<file path="src/rtl/mem_access_ctrl_pkg.sv">
// Shared types and helpers for the memory access controller.
//   mem_size_t  : access size encoding carried on size_i (3 behaves as a word)
//   mem_state_t : bus master FSM states, MEM_ prefixed so they do not collide
//                 with the CPU FSM's own state names
//   byte_swap32 : big-endian CPU word <-> little-lane Avalon word
package mem_access_ctrl_pkg;

  typedef enum logic [1:0] {
    MEM_BYTE = 2'd0,
    MEM_HALF = 2'd1,
    MEM_WORD = 2'd2
  } mem_size_t;

  typedef enum logic [1:0] {
    MEM_IDLE = 2'd0,
    MEM_BUS  = 2'd1,
    MEM_CAPT = 2'd2,
    MEM_RESP = 2'd3
  } mem_state_t;

  // Lane 0 carries the most significant CPU byte, so a word is a plain byte swap.
  function automatic logic [31:0] byte_swap32(input logic [31:0] v);
    return {v[7:0], v[15:8], v[23:16], v[31:24]};
  endfunction

endpackage

</file>
<file path="src/rtl/mem_lane_align.sv">
// Combinational byte-lane steering for the memory access controller.
// Ports:
//   size       : access size (mem_size_t encoding, 3 treated as word)
//   addr_lo    : byte offset within the word
//   sign_ext   : loads, 1 = sign-extend, 0 = zero-extend
//   wdata      : right-aligned store value
//   readdata   : raw Avalon read data
//   byteenable : lane mask of the access
//   writedata  : store value placed on its lanes, disabled lanes zero
//   load_val   : extracted and extended load value
//   misaligned : half on odd address or word not on a 4-byte boundary
module mem_lane_align
  import mem_access_ctrl_pkg::*;
(
  input  logic [1:0]  size,
  input  logic [1:0]  addr_lo,
  input  logic        sign_ext,
  input  logic [31:0] wdata,
  input  logic [31:0] readdata,
  output logic [3:0]  byteenable,
  output logic [31:0] writedata,
  output logic [31:0] load_val,
  output logic        misaligned
);

  logic [7:0]  byte_s;
  logic [15:0] half_s;

  // Lane k holds the byte at word address + k (big-endian CPU view).
  always_comb begin
    byteenable = 4'b0000;
    writedata  = 32'h0000_0000;
    load_val   = 32'h0000_0000;
    misaligned = 1'b0;
    byte_s     = 8'h00;
    half_s     = 16'h0000;
    case (mem_size_t'(size))
      MEM_BYTE: begin
        case (addr_lo)
          2'd0: begin byteenable = 4'b0001; writedata = {24'h000000, wdata[7:0]};         byte_s = readdata[7:0];   end
          2'd1: begin byteenable = 4'b0010; writedata = {16'h0000, wdata[7:0], 8'h00};    byte_s = readdata[15:8];  end
          2'd2: begin byteenable = 4'b0100; writedata = {8'h00, wdata[7:0], 16'h0000};    byte_s = readdata[23:16]; end
          default: begin byteenable = 4'b1000; writedata = {wdata[7:0], 24'h000000};      byte_s = readdata[31:24]; end
        endcase
        if (sign_ext) begin
          load_val = {{24{byte_s[7]}}, byte_s};
        end else begin
          load_val = {24'h000000, byte_s};
        end
      end
      MEM_HALF: begin
        misaligned = addr_lo[0];
        // The high CPU byte sits on the lower lane of the pair.
        if (addr_lo[1]) begin
          byteenable = 4'b1100;
          writedata  = {wdata[7:0], wdata[15:8], 16'h0000};
          half_s     = {readdata[23:16], readdata[31:24]};
        end else begin
          byteenable = 4'b0011;
          writedata  = {16'h0000, wdata[7:0], wdata[15:8]};
          half_s     = {readdata[7:0], readdata[15:8]};
        end
        if (sign_ext) begin
          load_val = {{16{half_s[15]}}, half_s};
        end else begin
          load_val = {16'h0000, half_s};
        end
      end
      default: begin
        misaligned = (addr_lo != 2'b00);
        byteenable = 4'b1111;
        writedata  = byte_swap32(wdata);
        load_val   = byte_swap32(readdata);
      end
    endcase
  end

endmodule

</file>
<file path="src/rtl/mem_access_ctrl.sv">
// Avalon-MM bus master between the CPU datapath and external memory.
// Accepts one request at a time, holds the bus phase through waitrequest,
// steers byte lanes and provides busy_o as the CPU stall source.
// Ports:
//   clk, reset           : clock, asynchronous active-high reset
//   req_i .. wdata_i     : CPU request (strobe, direction, address, size, extend, store data)
//   rdata_o              : extended load result, held until the next load completes
//   done_o, err_o        : completion pulse, misaligned flag pulsing with done_o
//   busy_o               : high while a bus transfer is in flight
//   wait_cycles_o        : saturating count of waitrequest cycles in the current/last transfer
//   address .. readdata  : Avalon-MM master interface
module mem_access_ctrl
  import mem_access_ctrl_pkg::*;
#(
  parameter int WAIT_CNT_W = 8
) (
  input  logic                  clk,
  input  logic                  reset,
  input  logic                  req_i,
  input  logic                  we_i,
  input  logic [31:0]           addr_i,
  input  logic [1:0]            size_i,
  input  logic                  sign_ext_i,
  input  logic [31:0]           wdata_i,
  output logic [31:0]           rdata_o,
  output logic                  done_o,
  output logic                  err_o,
  output logic                  busy_o,
  output logic [WAIT_CNT_W-1:0] wait_cycles_o,
  output logic [31:0]           address,
  output logic                  read,
  output logic                  write,
  input  logic                  waitrequest,
  output logic [31:0]           writedata,
  output logic [3:0]            byteenable,
  input  logic [31:0]           readdata
);

  mem_state_t            state_r, state_s;
  logic                  accept_s, we_nxt_s;
  logic                  we_l_r, sign_l_r;
  logic [1:0]            addr_lo_r, size_l_r;
  logic [1:0]            al_size_s, al_addr_s;
  logic                  al_sign_s;
  logic [3:0]            be_s;
  logic [31:0]           wd_s, load_s;
  logic                  mis_s;
  logic [WAIT_CNT_W-1:0] wait_r;
  logic [31:0]           rdata_r, address_r, wd_r;
  logic [3:0]            be_r;
  logic                  done_r, err_r, busy_r, read_r, write_r;

  // The aligner sees the incoming request while accepting and the latched one afterwards.
  always_comb begin
    if (state_r == MEM_IDLE || state_r == MEM_RESP) begin
      al_size_s = size_i;
      al_addr_s = addr_i[1:0];
      al_sign_s = sign_ext_i;
    end else begin
      al_size_s = size_l_r;
      al_addr_s = addr_lo_r;
      al_sign_s = sign_l_r;
    end
  end

  mem_lane_align u_align (
    .size       (al_size_s),
    .addr_lo    (al_addr_s),
    .sign_ext   (al_sign_s),
    .wdata      (wdata_i),
    .readdata   (readdata),
    .byteenable (be_s),
    .writedata  (wd_s),
    .load_val   (load_s),
    .misaligned (mis_s)
  );

  // Next-state decode; a request is only taken in IDLE or RESP.
  always_comb begin
    state_s  = state_r;
    accept_s = 1'b0;
    case (state_r)
      MEM_IDLE: begin
        if (req_i) begin
          accept_s = 1'b1;
        end else begin
          state_s = MEM_IDLE;
        end
      end
      MEM_BUS: begin
        if (waitrequest) begin
          state_s = MEM_BUS;
        end else if (we_l_r) begin
          state_s = MEM_RESP;
        end else begin
          state_s = MEM_CAPT;
        end
      end
      MEM_CAPT: state_s = MEM_RESP;
      MEM_RESP: begin
        if (req_i) begin
          accept_s = 1'b1;
        end else begin
          state_s = MEM_IDLE;
        end
      end
      default: state_s = MEM_IDLE;
    endcase
    // Misaligned requests skip the bus and report straight away.
    if (accept_s) begin
      state_s = mis_s ? MEM_RESP : MEM_BUS;
    end else begin
      state_s = state_s;
    end
    we_nxt_s = accept_s ? we_i : we_l_r;
  end

  // State, latched request and bus-phase registers.
  always_ff @(posedge clk or posedge reset) begin
    if (reset) begin
      state_r   <= MEM_IDLE;
      we_l_r    <= 1'b0;
      sign_l_r  <= 1'b0;
      addr_lo_r <= 2'b00;
      size_l_r  <= 2'b00;
      address_r <= 32'h0000_0000;
      be_r      <= 4'b0000;
      wd_r      <= 32'h0000_0000;
      wait_r    <= {WAIT_CNT_W{1'b0}};
    end else begin
      state_r <= state_s;
      if (accept_s) begin
        we_l_r    <= we_i;
        sign_l_r  <= sign_ext_i;
        addr_lo_r <= addr_i[1:0];
        size_l_r  <= size_i;
        address_r <= {addr_i[31:2], 2'b00};
        be_r      <= be_s;
        wd_r      <= wd_s;
        wait_r    <= {WAIT_CNT_W{1'b0}};
      end else if (state_r == MEM_BUS && waitrequest && wait_r != {WAIT_CNT_W{1'b1}}) begin
        wait_r <= wait_r + WAIT_CNT_W'(1);
      end else begin
        wait_r <= wait_r;
      end
    end
  end

  // Registered strobes and load result, decoded from the next state.
  always_ff @(posedge clk or posedge reset) begin
    if (reset) begin
      read_r  <= 1'b0;
      write_r <= 1'b0;
      done_r  <= 1'b0;
      err_r   <= 1'b0;
      busy_r  <= 1'b0;
      rdata_r <= 32'h0000_0000;
    end else begin
      read_r  <= (state_s == MEM_BUS) && !we_nxt_s;
      write_r <= (state_s == MEM_BUS) && we_nxt_s;
      done_r  <= (state_s == MEM_RESP);
      err_r   <= accept_s && mis_s;
      busy_r  <= (state_s == MEM_BUS) || (state_s == MEM_CAPT);
      if (state_r == MEM_CAPT) begin
        rdata_r <= load_s;
      end else begin
        rdata_r <= rdata_r;
      end
    end
  end

  assign rdata_o       = rdata_r;
  assign done_o        = done_r;
  assign err_o         = err_r;
  assign busy_o        = busy_r;
  assign wait_cycles_o = wait_r;
  assign address       = address_r;
  assign read          = read_r;
  assign write         = write_r;
  assign writedata     = wd_r;
  assign byteenable    = be_r;

endmodule

</file>
<file path="config.mk">
export PLATFORM = sky130hd
export DESIGN_NAME = mem_access_ctrl
export DESIGN_NICKNAME = d
export VERILOG_FILES = /design/src/rtl/mem_access_ctrl_pkg.sv /design/src/rtl/mem_lane_align.sv /design/src/rtl/mem_access_ctrl.sv
export SDC_FILE = /design/constraint.sdc
export NUM_CORES = 1
export LEC_CHECK = 0
export ABC_AREA = 1
export CORE_ASPECT_RATIO = 0.6
export CORE_MARGIN = 8
export CORE_UTILIZATION = 30
export CTS_BUF_LIST = sky130_fd_sc_hd__clkbuf_16
export DETAILED_ROUTE_END_ITERATION = 10
export GPL_ROUTABILITY_DRIVEN = 0
export HOLD_SLACK_MARGIN = 0.15
export SYNTH_ARGS = -nofsm -noshare
export SYNTH_HDL_FRONTEND = slang
export SYNTH_SLANG_ARGS = --single-unit
</file>
<file path="constraint.sdc">
create_clock -name clk -period 4.82 [get_ports clk]
set_input_delay 0.723 -clock clk [delete_from_list [all_inputs] [get_ports clk]]
set_output_delay 0.723 -clock clk [all_outputs]
set_load 0.1 [all_outputs]
</file>
==> results.md, run 1 <==
- Critical path class: reg2reg
- Final Routed Wirelength: 21.1 mm
- Number of ports placed on the die boundary: 217
- Number of levels in the clock H-tree: 4
- Number of global-route vias before repair: 5708
- TritonCTS buffer count: 17
- Yosys top cell area share: 49.5%
- Number of antenna violations at the first check in global routing: 2
- Max Clock Freq: 330 MHz
- Number of remaining DRC errors: 0
- Normalized max-slew margin: 28.7%
- Routed via count: 5790
- Area grow syn2layout: 48.3%
- Number of nets with antenna violations after routing: 0
- Number of cells produced by synthesis: 793
- Initial Utilization: 30.3%
- Post-Synthesis Cell Area: 6010 sq um
- Overall Global Routing Usage: 17.0%
- # Post-CTS Setup Buffers: 0
- Class of the most critical hold timing path: reg2reg
- Total global routing overflow: 0
- Buffers from clock root to sink, at most: 2
- Placed wire-length estimate: 15.5 mm
- TritonCTS clock tree: built
- Number of clock sinks: 119
- Top-count cell post-synth: sky130_fd_sc_hd__nand2_1
- Diodes inserted: 0
- Post-CTS sizing: 0
- Maximum number of pins on one net before global-route repair: 83
- First DRT Iteration DRCs: 418
- Die width: 199 microns
- Worst skew pair latency: 0.41 ns
- Slowest-stage cell, CP: sky130_fd_sc_hd__nor2_2
- Std cell rows: 40
- Async set-or-reset flop fraction in the synthesized netlist: 100%
- Vertical die dimension: 126 microns
- Most used flip-flop cell after synthesis: sky130_fd_sc_hd__dfrtp_1
- Worst setup skew after layout: 0.00946 ns
- Setup repair after global routing missed its margin: false
- Routed wirelength normalized by instance count: 16.5 microns
- Req. time, crit path: 5.09 ns
- Worst Path Max Fanout: 39
- Number of enable flip-flop cells after synthesis: 0
- Synth unique cells: 35
- Pins over their slew limit: 0
- Total negative setup slack: 0 ns
- Proportion of synthesized chip area in sequential cells: 49.5%
- Shortest clock period the worst path allows after layout: 3.03 ns
- First-pass GRT wire length: 33.3 mm
- Fraction of layout instances using a drive strength above 1: 8.33%
- Number of warnings issued by yosys: 0
- Hold bufs inserted after CTS: 0
- Type of element launching the critical path: flop
- Clk root buf: sky130_fd_sc_hd__clkbuf_16
- CP Data Arrival Time: 3.31 ns
- Max capacitance violation total: 0
- Synthesized area per cell: 7.58 sq um
- Top cells by area, synth: sky130_fd_sc_hd__dfrtp_1 50%, sky130_fd_sc_hd__nand2_1 20%, sky130_fd_sc_hd__nand3_1 4.8%, sky130_fd_sc_hd__nor2_1 4.7%, sky130_fd_sc_hd__inv_1 3.7%
- NumNets Final: 1105
- Port bufs: 214
- Largest area contributor in the synthesized netlist: sky130_fd_sc_hd__dfrtp_1
- Number of detailed-route iterations in the first pass: 5
- Synth top cells by count: 314 x sky130_fd_sc_hd__nand2_1, 119 x sky130_fd_sc_hd__dfrtp_1, 75 x sky130_fd_sc_hd__nor2_1
- Final hold violation count: 0
- Worst-path cell chain: inv_1 > ha_1 > inv_4 > nand2_2 > nand2_4 > nor2_2 > nand2_2 > nand3_1 > o21ai_0
- Sort of element at the end of the critical path: flop
- Clk pin slew, worst setup/hold paths: 0.06 ns
- Number of register bits inferred by synthesis: 119
- Endpoints failing setup: 0
- Final period utilization: 62.9%
- Delay of the slowest cell on the worst path: 0.54 ns
- Most common cell type on the critical path: sky130_fd_sc_hd__nand2_2
- Die Area: 25000 sq um
- Run status: completed
- Slew at the pin with the worst max-slew slack: 1.07 ns
- Via density per instance: 4.52
- Standard cell core area: 19800 sq um
path summary, 6_finish.rpt:
check / startpoint / end / slack [ns] / cells after the start
worst max-delay path: state_r[0]$_DFF_PP0_ / writedata[24]$_DFFE_PP0P_ / 1.79 / 9
worst min-delay path: address[23]$_DFFE_PP0P_ / address[23]$_DFFE_PP0P_ / 0.47 / 2
worst max register to register: state_r[0]$_DFF_PP0_ / writedata[24]$_DFFE_PP0P_ / 1.79 / 9
worst min register to register: address[23]$_DFFE_PP0P_ / address[23]$_DFFE_PP0P_ / 0.47 / 2
max in group asynchronous: reset / writedata[25]$_DFFE_PP0P_ / 3.17 / 3
min in group asynchronous: reset / address[15]$_DFFE_PP0P_ / 0.74 / 2
sequential cells by signal, summed over array words and instances, names as in the netlist:
| signal | count |
|---|---|
| done_o | 1 |
| write | 1 |
| size_l_r | 2 |
| address | 30 |
| busy_o | 1 |
| writedata | 32 |
| wait_cycles_o | 8 |
| sign_l_r | 1 |
| err_o | 1 |
| byteenable | 4 |
| we_l_r | 1 |
| rdata_o | 32 |
| addr_lo_r | 2 |
| state_r | 2 |
| read | 1 |
cell families after synthesis:
family,share of synthesized area [%]
buf+inv,7.28
fa+ha+maj,1.25
flops,49.5
other cells,0.0623
compound gates,6.80
xor+xnor,0.874
simple gates,34.2
per-layer routing:
metal	vias to the layer above	share of wire, %	GRT usage [%]
met4	4	0.69	3.69
li1	2869	-	-
met3	13	11	6.99
met1	2671	48	24.7
met5	-	0.13	0
met2	233	40	23.0
layout by cell type, fill, tap and decap left out, drive strengths merged:
cell type	Yosys	routed
nand3	60	60
or2	16	16
xnor2	2	2
a21oi	43	43
clkinvlp	0	6
clkbuf	17	17
clkdlybuf4s50	0	214
nand4	2	2
inv	64	67
a31oi	8	8
clkinv	0	5
o211ai	2	2
conb	1	2
nand2	327	327
nor3	2	2
xor2	4	4
buf	19	4
o21ai	19	19
bufinv	0	1
nor2	81	81
ha	6	6
dfrtp	119	119
a22oi	1	1
through the flow:
step / std cells / setup WS [ns] / hold slack (ns) / area [sq um] / util, %
6_report: 1281 / 1.79 / 0.475 / 8920 / 45.0
5_1_grt: 1281 / 1.48 / 0.484 / 8920 / 45.0
4_1_cts: 1281 / 1.76 / 0.479 / 8920 / 45.0
3_5_place_dp: 1249 / 1.58 / 0.467 / 8360 / 42.2
3_3_place_gp: 1249 / 1.68 / 0.461 / 8360 / 42.2
2_1_floorplan: 794 / 0.940 / 0.453 / 6020 / -
critical path, delay by kind of cell (launching register included):
kind / cells / cell delay, ns
simple gates: 5 / 1.70
fa+ha+maj: 1 / 0.51
flops: 1 / 0.38
buf+inv: 2 / 0.17
compound gates: 1 / 0.14
area by class of cell:
cell class                 count  area, sq um
fill                        2025        10900
clock inverter                15          130
clock buffer                  17          425
tap                          273          342
sequential                   119         2980
multi-input combinational    575         2610
inverter                      64          248
timing repair buffer         218         2180
Power of run 1 is left out: the tool's default activity adds up to more than one toggle a clock period on the data nets, which glitch-free logic cannot reach.
==> inputs of run 2 (changes only) <==
- clock period: 4.82 -> 2.8 ns (I/O delays scaled with it)
==> run 2 against run 1 <==
Net effect:
- cell count grew 0.47%
- via count grew 0.29%
- sequential cell count is the same
- maximum frequency grew 24%
- count of clock-buffer cells in the layout is the same
- non-clock buffer count grew 6
- core utilization shrank 1.0 points
- critical path depth shrank 1
- worst setup slack lost 1.4 ns
- first-iteration DRC count shrank 16%
- die area is the same
==> results.md, run 2 (synthesis gave the netlist of run 1 again) <==
- Run status: completed
- Via density per instance: 4.51 (-0.17%)
- Area grow syn2layout: 44.9%
- Routed via count: 5807 (+0.29%)
- Type of element launching the critical path: flop
- Critical path class: reg2reg
- Number of global-route vias before repair: 5868 (+2.8%)
- Number of detailed-route iterations in the first pass: 5 (unchanged)
- Die Area: 25000 sq um (unchanged)
- Clk root buf: sky130_fd_sc_hd__clkbuf_16
- Total global routing overflow: 0 (unchanged)
- Slew at the pin with the worst max-slew slack: 0.580 ns (-0.487 ns)
- Worst skew pair latency: 0.42 ns (about the same)
- First DRT Iteration DRCs: 351 (-16%)
- NumNets Final: 1111 (+0.54%)
- Vertical die dimension: 126 microns (unchanged)
- Initial Utilization: 30.3% (unchanged)
- Buffers from clock root to sink, at most: 2 (unchanged)
- Number of antenna violations at the first check in global routing: 3 (+1)
- Clk pin slew, worst setup/hold paths: 0.06 ns (about the same)
- Highest-count cells in the layout ignoring fill and taps: 313 x sky130_fd_sc_hd__nand2_1, 119 x sky130_fd_sc_hd__dfrtp_1, 119 x sky130_fd_sc_hd__buf_4
- Req. time, crit path: 3.13 ns (-1.96 ns)
- Normalized max-slew margin: 61.3% (+33 points)
- Maximum number of pins on one net before global-route repair: 56 (-33%)
- Post-CTS sizing: 0 (unchanged)
- Worst setup skew after layout: 0.0135 ns (+0.00402 ns)
- Share of the core filled with cells: 44.0% (-1.0 points)
- Number of clock sinks: 119 (unchanged)
- Port bufs: 214 (unchanged)
- Hold bufs inserted after CTS: 0 (unchanged)
- Number of nets with antenna violations after routing: 0 (unchanged)
- Die width: 199 microns (unchanged)
- Endpoints failing setup: 0 (unchanged)
- Final period utilization: 87.4% (+24 points)
- Fraction of layout instances using a drive strength above 1: 19.2% (+11 points)
- Final hold violation count: 0 (unchanged)
- TritonCTS clock tree: built
- First-pass GRT wire length: 33.1 mm (-0.58%)
- Setup repair after global routing missed its margin: false
- TritonCTS buffer count: 17 (unchanged)
- # Post-CTS Setup Buffers: 0 (unchanged)
- Pins over their slew limit: 0 (unchanged)
- Max Clock Freq: 409 MHz (+24%)
- Overall Global Routing Usage: 16.9% (-0.14 points)
- Class of the most critical hold timing path: in2async
- Number of levels in the clock H-tree: 4 (unchanged)
- Final Routed Wirelength: 20.8 mm (-1.4%)
- Placed wire-length estimate: 15.7 mm (+1.5%)
- Total negative setup slack: 0 ns (unchanged)
- Most common cell after layout, fill and taps aside: sky130_fd_sc_hd__nand2_1
- Routed wirelength normalized by instance count: 16.2 microns (-1.9%)
- Standard cell core area: 19800 sq um (unchanged)
- Shortest clock period the worst path allows after layout: 2.45 ns (-0.586 ns)
- Number of remaining DRC errors: 0 (unchanged)
- Worst Path Max Fanout: 18 (-54%)
- Sort of element at the end of the critical path: flop
- Std cell rows: 40 (unchanged)
- CP Data Arrival Time: 2.77 ns (-0.54 ns)
- Number of ports placed on the die boundary: 217 (unchanged)
- Max capacitance violation total: 0 (unchanged)
==> run 2: stage by stage <==
stage               cells  hold slack [ns]  setup WS [ns]  cell area (sq um)
global placement     1255            0.465          0.414               8140
CTS                  1286            0.414          0.335               8710
detailed placement   1255            0.466          0.320               8140
global route         1286            0.447         0.0713               8710
floorplan             794            0.453          0.700               6020
finish               1287            0.427          0.354               8710
==> run 2: layout make-up <==
class | instances | area, sq um
clock buffers | 17 | 425
inverters | 64 | 249
multi-input cells | 575 | 2610
flip-flops and latches | 119 | 2980
well taps | 273 | 342
clock inverters | 14 | 143
fillers | 2013 | 11100
diodes | 1 | 2.50
repair buffers | 224 | 1960
==> run 2: worst max-delay path, stage by stage, from the launching register on <==
cell and delay, ns:
sky130_fd_sc_hd__dfrtp_1 0.37, sky130_fd_sc_hd__inv_1 0.05, sky130_fd_sc_hd__ha_1 0.52, sky130_fd_sc_hd__inv_4 0.10, sky130_fd_sc_hd__nand2_1 0.09, sky130_fd_sc_hd__nand2_2 0.18
sky130_fd_sc_hd__nand2_2 0.39, sky130_fd_sc_hd__nand3_1 0.38, sky130_fd_sc_hd__o21ai_0 0.27
==> run 2: path summary, 6_finish.rpt <==
check	cells past startpoint	endpoint	startpoint	slack, ns
worst max-delay path	8	writedata[24]$_DFFE_PP0P_	state_r[0]$_DFF_PP0_	0.35
min in group clk	2	address[21]$_DFFE_PP0P_	address[21]$_DFFE_PP0P_	0.48
max in group asynchronous	3	rdata_o[13]$_DFFE_PP0P_	reset	1.71
worst min-delay path	2	address[27]$_DFFE_PP0P_	reset	0.43
worst min register to register	2	address[21]$_DFFE_PP0P_	address[21]$_DFFE_PP0P_	0.48
worst max register to register	8	writedata[24]$_DFFE_PP0P_	state_r[0]$_DFF_PP0_	0.35
==> run 2: routing by layer <==
metal,GRT usage (%),share of wire (%)
met5,0,0.20
met4,4.13,0.59
met3,7.42,10
met2,22.5,40
met1,24.3,49
Power of run 2 is left out for the same reason.
==> inputs of run 3 (changes only) <==
- SKIP_CTS_REPAIR_TIMING: unset -> 1
==> results of run 3 <==
Final layout, timing and power as in run 2 (identical DEF).
Power of run 3 is left out for the same reason.
